File: src/rtl/fetch_pkg.sv
// Shared types and constants for the instruction fetch front end.
// Holds the fetch FSM state encoding and the prefetch queue entry layout.
package fetch_pkg;

   localparam int unsigned WORD_W        = 32;
   localparam int unsigned DEFAULT_DEPTH = 4;

   typedef enum logic [1:0] {
      StIdle,
      StReq,
      StWait,
      StDrop
   } fetchState_e;

   typedef struct packed {
      logic [WORD_W-1:0] inst;
      logic [WORD_W-1:0] pcPlusOne;
   } queueEntry_t;

endpackage

File: src/rtl/prefetch_fifo.sv
// Prefetch queue: power-of-two circular buffer of {instruction, PC+1} entries.
// Head entry is presented combinationally and reads as zero when the queue is empty.
module prefetch_fifo
   import fetch_pkg::*;
#(
   parameter int unsigned DEPTH = DEFAULT_DEPTH
) (
   input  logic                    clk,
   input  logic                    rst,
   input  logic                    flush,
   input  logic                    push,
   input  queueEntry_t             pushEntry,
   input  logic                    pop,
   output logic                    headValid,
   output queueEntry_t             headEntry,
   output logic [$clog2(DEPTH):0]  count
);

   localparam int unsigned PtrW = $clog2(DEPTH);
   localparam int unsigned CntW = PtrW + 1;
   localparam logic [CntW-1:0] FullCnt = CntW'(DEPTH);

   queueEntry_t     store [DEPTH];
   logic [PtrW-1:0] wrPtr;
   logic [PtrW-1:0] rdPtr;
   logic [CntW-1:0] countQ;
   logic            doPush;
   logic            doPop;

   assign doPop  = pop && (countQ != '0);
   assign doPush = push && ((countQ != FullCnt) || doPop);

   // Pointers wrap naturally since DEPTH is a power of two.
   always_ff @(posedge clk) begin
      if (rst || flush) begin
         wrPtr  <= '0;
         rdPtr  <= '0;
         countQ <= '0;
      end else begin
         if (doPush) begin
            wrPtr <= wrPtr + 1'b1;
         end
         if (doPop) begin
            rdPtr <= rdPtr + 1'b1;
         end
         if (doPush && !doPop) begin
            countQ <= countQ + 1'b1;
         end else if (doPop && !doPush) begin
            countQ <= countQ - 1'b1;
         end
      end
   end

   always_ff @(posedge clk) begin
      if (doPush) begin
         store[wrPtr] <= pushEntry;
      end
   end

   assign headValid = (countQ != '0);
   assign headEntry = headValid ? store[rdPtr] : '0;
   assign count     = countQ;

endmodule

File: src/rtl/instruction_prefetch_unit.sv
// Fetch stage ahead of IF/ID: owns the PC, runs a single-outstanding memory read
// handshake and feeds a prefetch queue; taken-branch redirects flush and refetch.
module instruction_prefetch_unit
   import fetch_pkg::*;
#(
   parameter int unsigned       DEPTH    = DEFAULT_DEPTH,
   parameter logic [WORD_W-1:0] RESET_PC = 32'h0000_0000
) (
   input  logic              clk,
   input  logic              rst,
   input  logic              stall,
   input  logic              redirect,
   input  logic [WORD_W-1:0] redirect_pc,
   output logic              inst_valid,
   output logic [WORD_W-1:0] inst_out,
   output logic [WORD_W-1:0] pc_plus_one_out,
   output logic              mem_req,
   output logic [WORD_W-1:0] mem_addr,
   input  logic              mem_gnt,
   input  logic              mem_rvalid,
   input  logic [WORD_W-1:0] mem_rdata
);

   localparam int unsigned     CntW     = $clog2(DEPTH) + 1;
   localparam logic [CntW-1:0] DepthCnt = CntW'(DEPTH);

   fetchState_e       state;
   logic [WORD_W-1:0] fetchPc;
   logic [CntW-1:0]   count;
   logic              headValid;
   queueEntry_t       headEntry;
   queueEntry_t       pushEntry;
   logic              pushEn;
   logic              popEn;
   logic              hasRoom;

   // A granted-but-unreturned word already owns a slot.
   assign hasRoom = (count + CntW'(state == StWait)) < DepthCnt;

   assign popEn  = headValid && !stall && !redirect;
   assign pushEn = (state == StWait) && mem_rvalid && !redirect;

   // fetchPc advanced on grant and is frozen in StWait, so it is the granted PC+1.
   assign pushEntry = '{inst: mem_rdata, pcPlusOne: fetchPc};

   always_ff @(posedge clk) begin
      if (rst) begin
         state   <= StReq;
         fetchPc <= RESET_PC;
      end else begin
         unique case (state)
            StIdle: begin
               if (redirect) begin
                  state   <= StReq;
                  fetchPc <= redirect_pc;
               end else if (hasRoom) begin
                  state <= StReq;
               end
            end
            StReq: begin
               if (redirect) begin
                  fetchPc <= redirect_pc;
                  state   <= mem_gnt ? StDrop : StReq;
               end else if (mem_gnt) begin
                  fetchPc <= fetchPc + 32'd1;
                  state   <= StWait;
               end
            end
            StWait: begin
               if (redirect) begin
                  fetchPc <= redirect_pc;
                  state   <= mem_rvalid ? StReq : StDrop;
               end else if (mem_rvalid) begin
                  state <= hasRoom ? StReq : StIdle;
               end
            end
            StDrop: begin
               if (redirect) begin
                  fetchPc <= redirect_pc;
               end
               if (mem_rvalid) begin
                  state <= StReq;
               end
            end
            default: state <= StReq;
         endcase
      end
   end

   prefetch_fifo #(
      .DEPTH (DEPTH)
   ) u_queue (
      .clk       (clk),
      .rst       (rst),
      .flush     (redirect),
      .push      (pushEn),
      .pushEntry (pushEntry),
      .pop       (popEn),
      .headValid (headValid),
      .headEntry (headEntry),
      .count     (count)
   );

   assign mem_req         = (state == StReq);
   assign mem_addr        = redirect ? redirect_pc : fetchPc;
   assign inst_valid      = headValid;
   assign inst_out        = headEntry.inst;
   assign pc_plus_one_out = headEntry.pcPlusOne;

endmodule
File: config.mk
export PLATFORM = sky130hd
export DESIGN_NAME = instruction_prefetch_unit
export DESIGN_NICKNAME = d
export VERILOG_FILES = /design/src/rtl/fetch_pkg.sv /design/src/rtl/prefetch_fifo.sv /design/src/rtl/instruction_prefetch_unit.sv
export SDC_FILE = /design/constraint.sdc
export NUM_CORES = 1
export LEC_CHECK = 0
export ABC_CLOCK_PERIOD_IN_PS = 7650
export BUFFER_PORTS_ARGS = -buffer_cell sky130_fd_sc_hd__buf_2
export CORE_MARGIN = 2
export CORE_UTILIZATION = 50
export DETAILED_ROUTE_END_ITERATION = 8
export PLACE_DENSITY = 0.79
export SYNTH_ARGS = -nofsm -noshare
export SYNTH_HDL_FRONTEND = slang
export SYNTH_SLANG_ARGS = --single-unit
File: constraint.sdc
create_clock -name clk -period 7.65 [get_ports clk]
set_clock_uncertainty 0.15 [all_clocks]
set_input_delay 0.3825 -clock clk [delete_from_list [all_inputs] [get_ports clk]]
set_output_delay 0.3825 -clock clk [all_outputs]
set_load 0.05 [all_outputs]
==> summary by stage, run 1 <==
Clocking
The clock transition at the register clock pins on the worst setup and hold paths after CTS is roughly 0.060 ns. CTS built an H-tree with a depth of 1. The TritonCTS clock tree is built. The sink count of the clock tree is 299.

The clock passes through at most 3 buffers. Clock tree synthesis inserted a total of 30 buffers. Clock tree synthesis selected as its root buffer the cell sky130_fd_sc_hd__clkbuf_16. The number of setup buffers added after CTS is 0. The later pin in the worst-skew pair is clocked with a latency of 0.55 ns.

Die
The starting density of the core is 0.505. The floorplan die height is 163 um. The core outline area is 25000 um2. Pin placement for this block handled 168 I/O pins.

The full die area is 26600 um2. The placement row count is 58. The die boundary width is about 160 um.

Placed design
The congestion estimate from routability-driven global placement came to approximately 0.81. The count of buffers from port buffering is 167. Detailed placement ended at an HPWL of 15.3 mm.

Global route
For this run the aggregate overflow at the end of global routing stands at 0. The global-route wire length before repair is 40.7 mm. The total routing usage reported by global routing is 0.199. The initial antenna violation count is 0.

Entering global routing, the biggest net connects 66 pins. The number of global-route vias before repair is 7299.

Setup path
The kind of start point of the critical path is a flip-flop. The data arrival at the endpoint of the critical path is about 3 ns. The kind of capture point of the worst setup path is a primary output. The largest driver fanout on the critical path is 47. The startpoint of the worst-slack reg-to-reg timing path is state[0]$_SDFFE_PP1P_.

The worst register-to-register path has a setup slack of 4.94 ns. The critical setup path kind is flip-flop to primary output. On the critical path, the stage with the largest delay is an instance of sky130_fd_sc_hd__buf_4. The critical path goes through buf_4, mux4_2, and2_1, buf_2. For the worst flop-to-flop path, the logic depth is 10. The critical path contains buffers and inverters numbering 2 combined. The delay of the slowest critical-path stage is 0.82 ns. The endpoint of the most critical register-to-register path is u_queue.count[2]$_SDFFE_PP0P_.

The category of cells accounting for the largest share of critical-path delay is buffers and inverters. The required time of the worst setup path is slightly above 7 ns.

Route
The number of violations reported at the end of detailed-routing iteration 0 is around 580. For this block, the routed nets add up to between 20 and 30 mm of wire. Once detail routing completed, the nets flagged for antenna violations numbered 0. Using the TritonRoute via totals, the vias-per-cell ratio works out to between 5 and 6.

After detailed routing, the number of remaining DRC violations is 0. The routed via count is 7339. The first detailed-routing pass ran for 5 iterations.

The final routed wire length divided by cell count is 19.7 um.

Yosys
The number of warning messages in the yosys log is 0. For this run, the leading register cell type out of synthesis is sky130_fd_sc_hd__edfxtp_1. The dominant cell type by area after synthesis is sky130_fd_sc_hd__edfxtp_1. The cell area that synthesis handed to floorplanning was 12700 um2. The proportion of netlist area held by the largest area contributor is 0.608.

A synthesized cell averages 16.6 um2. Counting flops and latches in the post-synthesis netlist gives 299. The number of nets in the synthesized netlist is 844. The fraction of registers with async set/reset is 0. Counting flops with a built-in enable in the synthesized netlist gives 256. The cell count after synthesis came out at 762. By area the synthesized netlist is led by sky130_fd_sc_hd__edfxtp_1, sky130_fd_sc_hd__mux4_2, sky130_fd_sc_hd__dfxtp_1. The synthesized netlist contains 53 unique library cells. Of the synthesized area, sequential elements account for 0.676.

Timing
The final-report max-slew violation count came to 0. Setup repair after global routing left no endpoint under its margin. Adding up every negative setup slack in the final design gives 0 ns. The remaining max-slew budget at the tightest pin is 0.293. In the finished design, the share of the clock period the worst path needs comes to 0.458.

The highest achievable clock rate is roughly 0.29 GHz. The number of hold violations in the final report is 0. The shortest clock period the worst path allows after layout is 3.50 ns. For the pin with the worst max-slew slack, the measured transition is 1.06 ns. The number of setup violations in the final report is 0.

Pwr
The maximum ir drop on the vdd rail is 0.144 mV. For this design the static power due to leakage is 5.44 nW. The share of total power dissipated in combinational logic is 0.113. The share of total power consumed by net switching is 0.250. The ratio of total power to cell area is 239 nW/um2. The clock share of power is 0.380.

The internal portion of the total power is 2.74 mW. The sequential cell fraction of total power is 0.507. The net switching power figure is 0.911 mW.

Worst hold path
The worst hold path passes through 3 cells. The startpoint of the worst hold path is redirect_pc[23]. The type of the worst min-delay path is input pin to flip-flop. The endpoint of the worst hold path is fetchPc[23]$_SDFFE_PP0N_.

Cells and area
The share of the core filled with cells in the final layout is 0.609. The final layout net count is roughly 1100. In the final layout, the share of cells above drive strength 1 is 0.328. The area growth from synthesis to final layout is 20.5%. The number of antenna diodes in the final layout is 0. Counting the fill cells in the layout gives 1851.

Job
The number of max-cap violations is 0.

Run status
The run finished with clean final reports.
==> cell type report <==
class,count,area (um2),share of cell area
clock buffer,38,781,0.0512
clock inverter,18,155,0.0102
sequential,299,8560,0.561
inverter,19,71.3,0.00468
tap,330,413,0.0271
timing repair buffer,224,1400,0.0918
multi-input combinational,403,3870,0.254
==> power by group through the flow <==
stage / Clock (mW) / Sequential, mW / Combinational (mW)
3_3_place_gp: 0 / 1.88 / 0.383
6_report: 1.39 / 1.85 / 0.412
5_1_grt: 1.47 / 1.85 / 0.445
3_5_place_dp: 0 / 1.88 / 0.391
4_1_cts: 1.41 / 1.85 / 0.414
2_1_floorplan: 0 / 1.87 / 0.292
==> worst max path at each step <==
stage / startpoint / cells after the start / endpoint
after floorplan: state[0]$_SDFFE_PP1P_ / 6 / u_queue.store[0][0]$_DFFE_PP_
after global placement: redirect / 6 / mem_addr[13]
after detailed placement: redirect / 6 / mem_addr[13]
after CTS: flip-flop / 4 / inst_out[20]
after global routing: flip-flop / 4 / pc_plus_one_out[16]
final: flip-flop / 4 / inst_out[20]
==> flip-flops by register name, summed over array words and instances (netlist names), named ones only <==
register and cells:
u_queue.wrPtr 2, u_queue.store 256, u_queue.rdPtr 2, state 2
fetchPc 32, u_queue.count 3
==> Yosys cell counts (all sizes together), types with 3 or more instances <==
cell and instances:
mux4 64, and4 3, a211oi 12, dfxtp 43, buf 13, a22oi 6, nand4 17, edfxtp 256
mux2i 13, o21ai 16, a21oi 13, xor2 7, nor4 6, a311oi 3, o21bai 3, and2 72
nor2 34, and3 7, ha 11, nand3 6, mux2 25, o22ai 6, nand2b 4, xnor2 19
nor3 9, or3 3, inv 18, nor2b 3, nand2 31, clkbuf 28
==> worst reg2reg max path, stage by stage (launching register included) <==
cell and delay, ns:
sky130_fd_sc_hd__dfxtp_1 0.36, sky130_fd_sc_hd__inv_1 0.10, sky130_fd_sc_hd__ha_1 0.20, sky130_fd_sc_hd__nor2b_1 0.18, sky130_fd_sc_hd__o311a_1 0.37, sky130_fd_sc_hd__ha_1 0.24
sky130_fd_sc_hd__inv_1 0.06, sky130_fd_sc_hd__fa_1 0.37, sky130_fd_sc_hd__xor2_1 0.16, sky130_fd_sc_hd__or3_1 0.30, sky130_fd_sc_hd__a21oi_1 0.15
==> metrics by stage <==
stage / hold WS, ns / cell area (um2) / std cells / power, mW / setup WS (ns)
floorplan: 0.331 / 12700 / 762 / 2.16 / 4.39
global placement: 0.355 / 13800 / 1221 / 2.26 / 4.62
detailed placement: 0.373 / 13800 / 1221 / 2.27 / 4.61
CTS: 0.0118 / 15200 / 1331 / 3.67 / 4.03
global route: 0.0394 / 15200 / 1331 / 3.77 / 3.90
finish: 0.0354 / 15200 / 1331 / 3.65 / 4.15
==> cell usage in the layout, fill, tap and decap left out, types with 8 or more instances in the layout <==
cell                            instances
sky130_fd_sc_hd__mux2i_1               13
sky130_fd_sc_hd__inv_1                 16
sky130_fd_sc_hd__dfxtp_1               41
sky130_fd_sc_hd__clkbuf_16             30
sky130_fd_sc_hd__nand2_1               30
sky130_fd_sc_hd__dlygate4sd3_1         54
sky130_fd_sc_hd__a211oi_1              10
sky130_fd_sc_hd__ha_1                  11
sky130_fd_sc_hd__nor2_1                34
sky130_fd_sc_hd__mux4_2                64
sky130_fd_sc_hd__a21oi_1               13
sky130_fd_sc_hd__o21ai_0               16
sky130_fd_sc_hd__nand4_1               16
sky130_fd_sc_hd__clkbuf_1               8
sky130_fd_sc_hd__mux2_2                25
sky130_fd_sc_hd__xnor2_1               19
sky130_fd_sc_hd__and2_1                68
sky130_fd_sc_hd__edfxtp_1             256
sky130_fd_sc_hd__buf_2                167
==> repair_timing <==
action	4_1_cts	5_1_grt
resized for setup	0	0
hold buffers	54	0
hold endpoints to repair	150	0
endpoints found under the setup margin	0	0
==> per-layer routing <==
| metal | up-vias | routed length, um | global-route usage | share of wire |
|---|---|---|---|---|
| met5 | - | 0 | 0 | 0 |
| met4 | 0 | 382 | 0.0414 | 0.015 |
| met3 | 31 | 1580 | 0.0300 | 0.060 |
| met2 | 245 | 12800 | 0.339 | 0.49 |
| met1 | 3671 | 11400 | 0.274 | 0.44 |
| li1 | 3392 | - | - | - |
==> cells by family after synthesis <==
group | Yosys count | share of synthesized area
buffers and inverters | 60 | 0.0194
multiplexers | 102 | 0.146
XOR/XNOR | 26 | 0.0180
AND/OR/NAND/NOR | 199 | 0.0949
flip-flops | 299 | 0.676
AO/OA/AOI/OAI | 64 | 0.0332
adder cells (fa/ha/maj) | 12 | 0.0125
Note: power is estimated with default switching activity, not from simulation.
==> inputs of run 2 (changes only) <==
ABC_CLOCK_PERIOD_IN_PS = 3300   (was 7650)
clock period = 3.3 ns   (was 7.65 ns; I/O delays follow)
==> run 2 against run 1 <==
Sequential cell count did not move. Non-clock buffer count up 34. Register-to-register slack got worse by 4.4 ns.
==> summary by stage, run 2 (synthesis gave the netlist of run 1 again) <==
Cells and area
The most frequent standard cell in the layout excluding fill and tap cells is sky130_fd_sc_hd__edfxtp_1. The fraction of layout instances using a drive strength above 1 is 0.341 (+0.0131). The final layout net count is 1094 (+3.3%).

The flip-flop count of the largest register, all copies and words added is 256 (unchanged). The number of antenna repair diodes was 0 (unchanged). Counting flops per register, the top entry is u_queue.store. Compared with the post-synthesis result, the final layout area differs by 23.9%. In the layout the commonest cells are sky130_fd_sc_hd__edfxtp_1, sky130_fd_sc_hd__buf_2, sky130_fd_sc_hd__and2_1, sky130_fd_sc_hd__dlygate4sd3_1, sky130_fd_sc_hd__mux4_2. The number of inserted filler cells in the final layout is 1799 (-2.8%).

Setup path
The worst setup path is launched from a flip-flop. In this run the critical register-to-register path is launched from state[0]$_SDFFE_PP1P_. The destination of the critical timing path is pc_plus_one_out[7]. The endpoint of the most critical register-to-register path is u_queue.count[2]$_SDFFE_PP0P_.

The setup slack of the most critical reg-to-reg path was 0.52 ns (-4.42 ns). The largest driver fanout on the critical path was 21 (-55%). The critical path is of the flip-flop to primary output type. The required time of the worst setup path was 2.98 ns (-4.14 ns). STA classifies the critical path endpoint as a primary output. The cell count of the worst reg-to-reg path was 10 (unchanged). The data arrival at the endpoint of the critical path was 2.46 ns (-0.51 ns).

Clocking
Clock tree synthesis selected as its root buffer the cell sky130_fd_sc_hd__clkbuf_16. The insertion delay to the later sink of the worst-skew pair is 0.54 ns (about the same). The number of levels the H-tree was split into is 1 (unchanged). TritonCTS built the clock tree. The clock transition at the register clock pins on the worst setup and hold paths after CTS is 0.06 ns (about the same). The clock buffer count from CTS was 31 (+3.3%).

The sink count of the clock tree is 299 (unchanged). The number of setup buffers added after CTS is 0 (unchanged). The maximum clock insertion buffer count is 3 (unchanged).

Pwr
The sequential cell fraction of total power came to 0.495 (-0.012). The static leakage power is 5.66 nW (+3.9%). The final total power is 8.64 mW (+140%). The maximum ir drop on the vdd rail is 0.369 mV (+160%). The clock share of power was 0.391 (+0.011).

The ratio of total power to cell area was 551 nW/um2 (+130%). The internal power summed over all cells is 6.54 mW (+140%). The net switching power figure was 2.10 mW (+130%). The relative contribution of combinational cells to total power is 0.113 (about the same). The share of total power consumed by net switching is 0.243 (-0.00728).

Placed design
The detailed placement HPWL came to 17.2 mm (+12%). The count of buffers from port buffering was 167 (unchanged). The routability-driven placement congestion ratio came to 0.847 (+4.6%).

Global route
The total routing usage reported by global routing is 0.207 (+0.00813). The largest net degree at the start of global routing is 51 (-23%). The global-route wire length before repair is 42.4 mm (+4.2%). The global route total overflow came to 0 (unchanged). The initial antenna violation count is 0 (unchanged). The number of global-route vias before repair was 7712 (+5.7%).

Timing
The highest achievable clock rate is about 0.36 GHz. Setup repair after global routing left no endpoint under its margin. The transition time at the pin with the least slew margin came to 0.539 ns (-0.519 ns). The remaining max-slew budget at the tightest pin is 0.641 (+0.347).

The final-report max-slew violation count came to 0 (unchanged). After layout, the minimum clock period comes to about 2.8 ns. The number of hold violations in the final report is 0 (unchanged). The sum of negative setup slack was 0 ns (unchanged). The number of setup violations in the final report is 0 (unchanged). Of the available clock period, the critical path in the final layout requires 0.842.

Die
The placement row count is 58 (unchanged). The number of top-level pins is 168 (unchanged). The die boundary width is 163 um (unchanged). The starting density of the core is 0.505 (unchanged). The core outline area is 25000 um2 (unchanged). The floorplan die height is 163 um (unchanged). The full die area was 26600 um2 (unchanged).

Route
The final routed wire length divided by cell count is 19.7 um (-0.13%). The first-pass iteration count of the detailed router was 5 (unchanged). The routed via count is 7534 (+2.7%).

The detailed-route wire length was 26.9 mm (+2.5%). The final routed DRC violation total is 0 (unchanged). The number of violations reported at the end of detailed-routing iteration 0 came to 494 (-15%).

The post-route antenna net violation count is 0 (unchanged). The average vias per placed instance is 5.52 (about the same).

Run status
The run finished with clean final reports.

Job
The number of max-cap violations was 0 (unchanged).

Worst hold path
The type of the worst min-delay path is input pin to flip-flop. The hold-critical path depth is 4 (+1).
==> run 2: changes by cell type in the layout (fill, tap and decap cells not counted), moves of 2 or more <==
| cell | before | now |
|---|---|---|
| sky130_fd_sc_hd__buf_12 | 0 | 6 |
| sky130_fd_sc_hd__clkinv_2 | 7 | 4 |
| sky130_fd_sc_hd__dlygate4sd3_1 | 54 | 67 |
| sky130_fd_sc_hd__clkinv_1 | 6 | 2 |
| sky130_fd_sc_hd__clkbuf_8 | 0 | 6 |
| sky130_fd_sc_hd__buf_4 | 3 | 18 |
| sky130_fd_sc_hd__clkinvlp_4 | 1 | 3 |
==> run 2: metrics by stage <==
stage	std cells	setup WS, ns	instance area (um2)	util	hold WS (ns)
2_1_floorplan	762	0.0417	12700	-	0.114
3_3_place_gp	1242	0.726	14000	0.559	0.231
3_5_place_dp	1242	0.582	14000	0.559	0.233
4_1_cts	1366	0.426	15700	0.626	0.00194
5_1_grt	1366	0.329	15700	0.626	0.0472
6_report	1366	0.521	15700	0.626	0.0294
==> run 2: worst min-delay path by stage <==
stage,to,slack [ns],startpoint
after floorplan,u_queue.store[0][32]$_DFFE_PP_,0.11,mem_rdata[0]
after global placement,u_queue.store[3][40]$_DFFE_PP_,0.23,mem_rdata[8]
after detailed placement,u_queue.store[1][56]$_DFFE_PP_,0.23,mem_rdata[24]
after CTS,state[0]$_SDFFE_PP1P_,0.002,mem_rvalid
after global routing,state[1]$_SDFFE_PP0P_,0.05,mem_gnt
final,state[0]$_SDFFE_PP1P_,0.03,mem_rvalid
==> run 2: power by group through the flow <==
| stage | Combinational, mW | Sequential, mW | Clock, mW |
|---|---|---|---|
| floorplan | 0.677 | 4.32 | 0 |
| global placement | 0.900 | 4.35 | 0 |
| detailed placement | 0.916 | 4.36 | 0 |
| CTS | 0.981 | 4.28 | 3.45 |
| global route | 1.06 | 4.29 | 3.59 |
| finish | 0.980 | 4.28 | 3.38 |
==> run 2: per-layer routing <==
| metal | vias to the layer above | track usage | share of wire |
|---|---|---|---|
| met5 | - | 0 | 0 |
| met3 | 55 | 0.0378 | 0.067 |
| met2 | 282 | 0.344 | 0.48 |
| li1 | 3453 | - | - |
| met4 | 0 | 0.0579 | 0.024 |
| met1 | 3744 | 0.283 | 0.43 |
==> run 2: final cells by class <==
class | instances | area, um2 | share of cell area
clock buffers | 46 | 892 | 0.0569
clock inverters | 11 | 115 | 0.00734
inverters | 19 | 71.3 | 0.00455
multi-input cells | 403 | 3870 | 0.247
flip-flops and latches | 299 | 8560 | 0.546
well taps | 330 | 413 | 0.0263
repair buffers | 258 | 1760 | 0.112
==> run 2: what timing repair did <==
| action | CTS | global route |
|---|---|---|
| hold buffers | 67 | 0 |
| setup endpoints to repair | 0 | 0 |
| resized for setup | 0 | 0 |
| hold endpoints to repair | 169 | 0 |
==> run 2: worst max-delay path, cell delays in order, from the launching register on <==
cell and delay (ns):
sky130_fd_sc_hd__dfxtp_4 0.63, sky130_fd_sc_hd__buf_4 0.37, sky130_fd_sc_hd__mux4_2 0.56, sky130_fd_sc_hd__and2_1 0.17, sky130_fd_sc_hd__buf_2 0.20
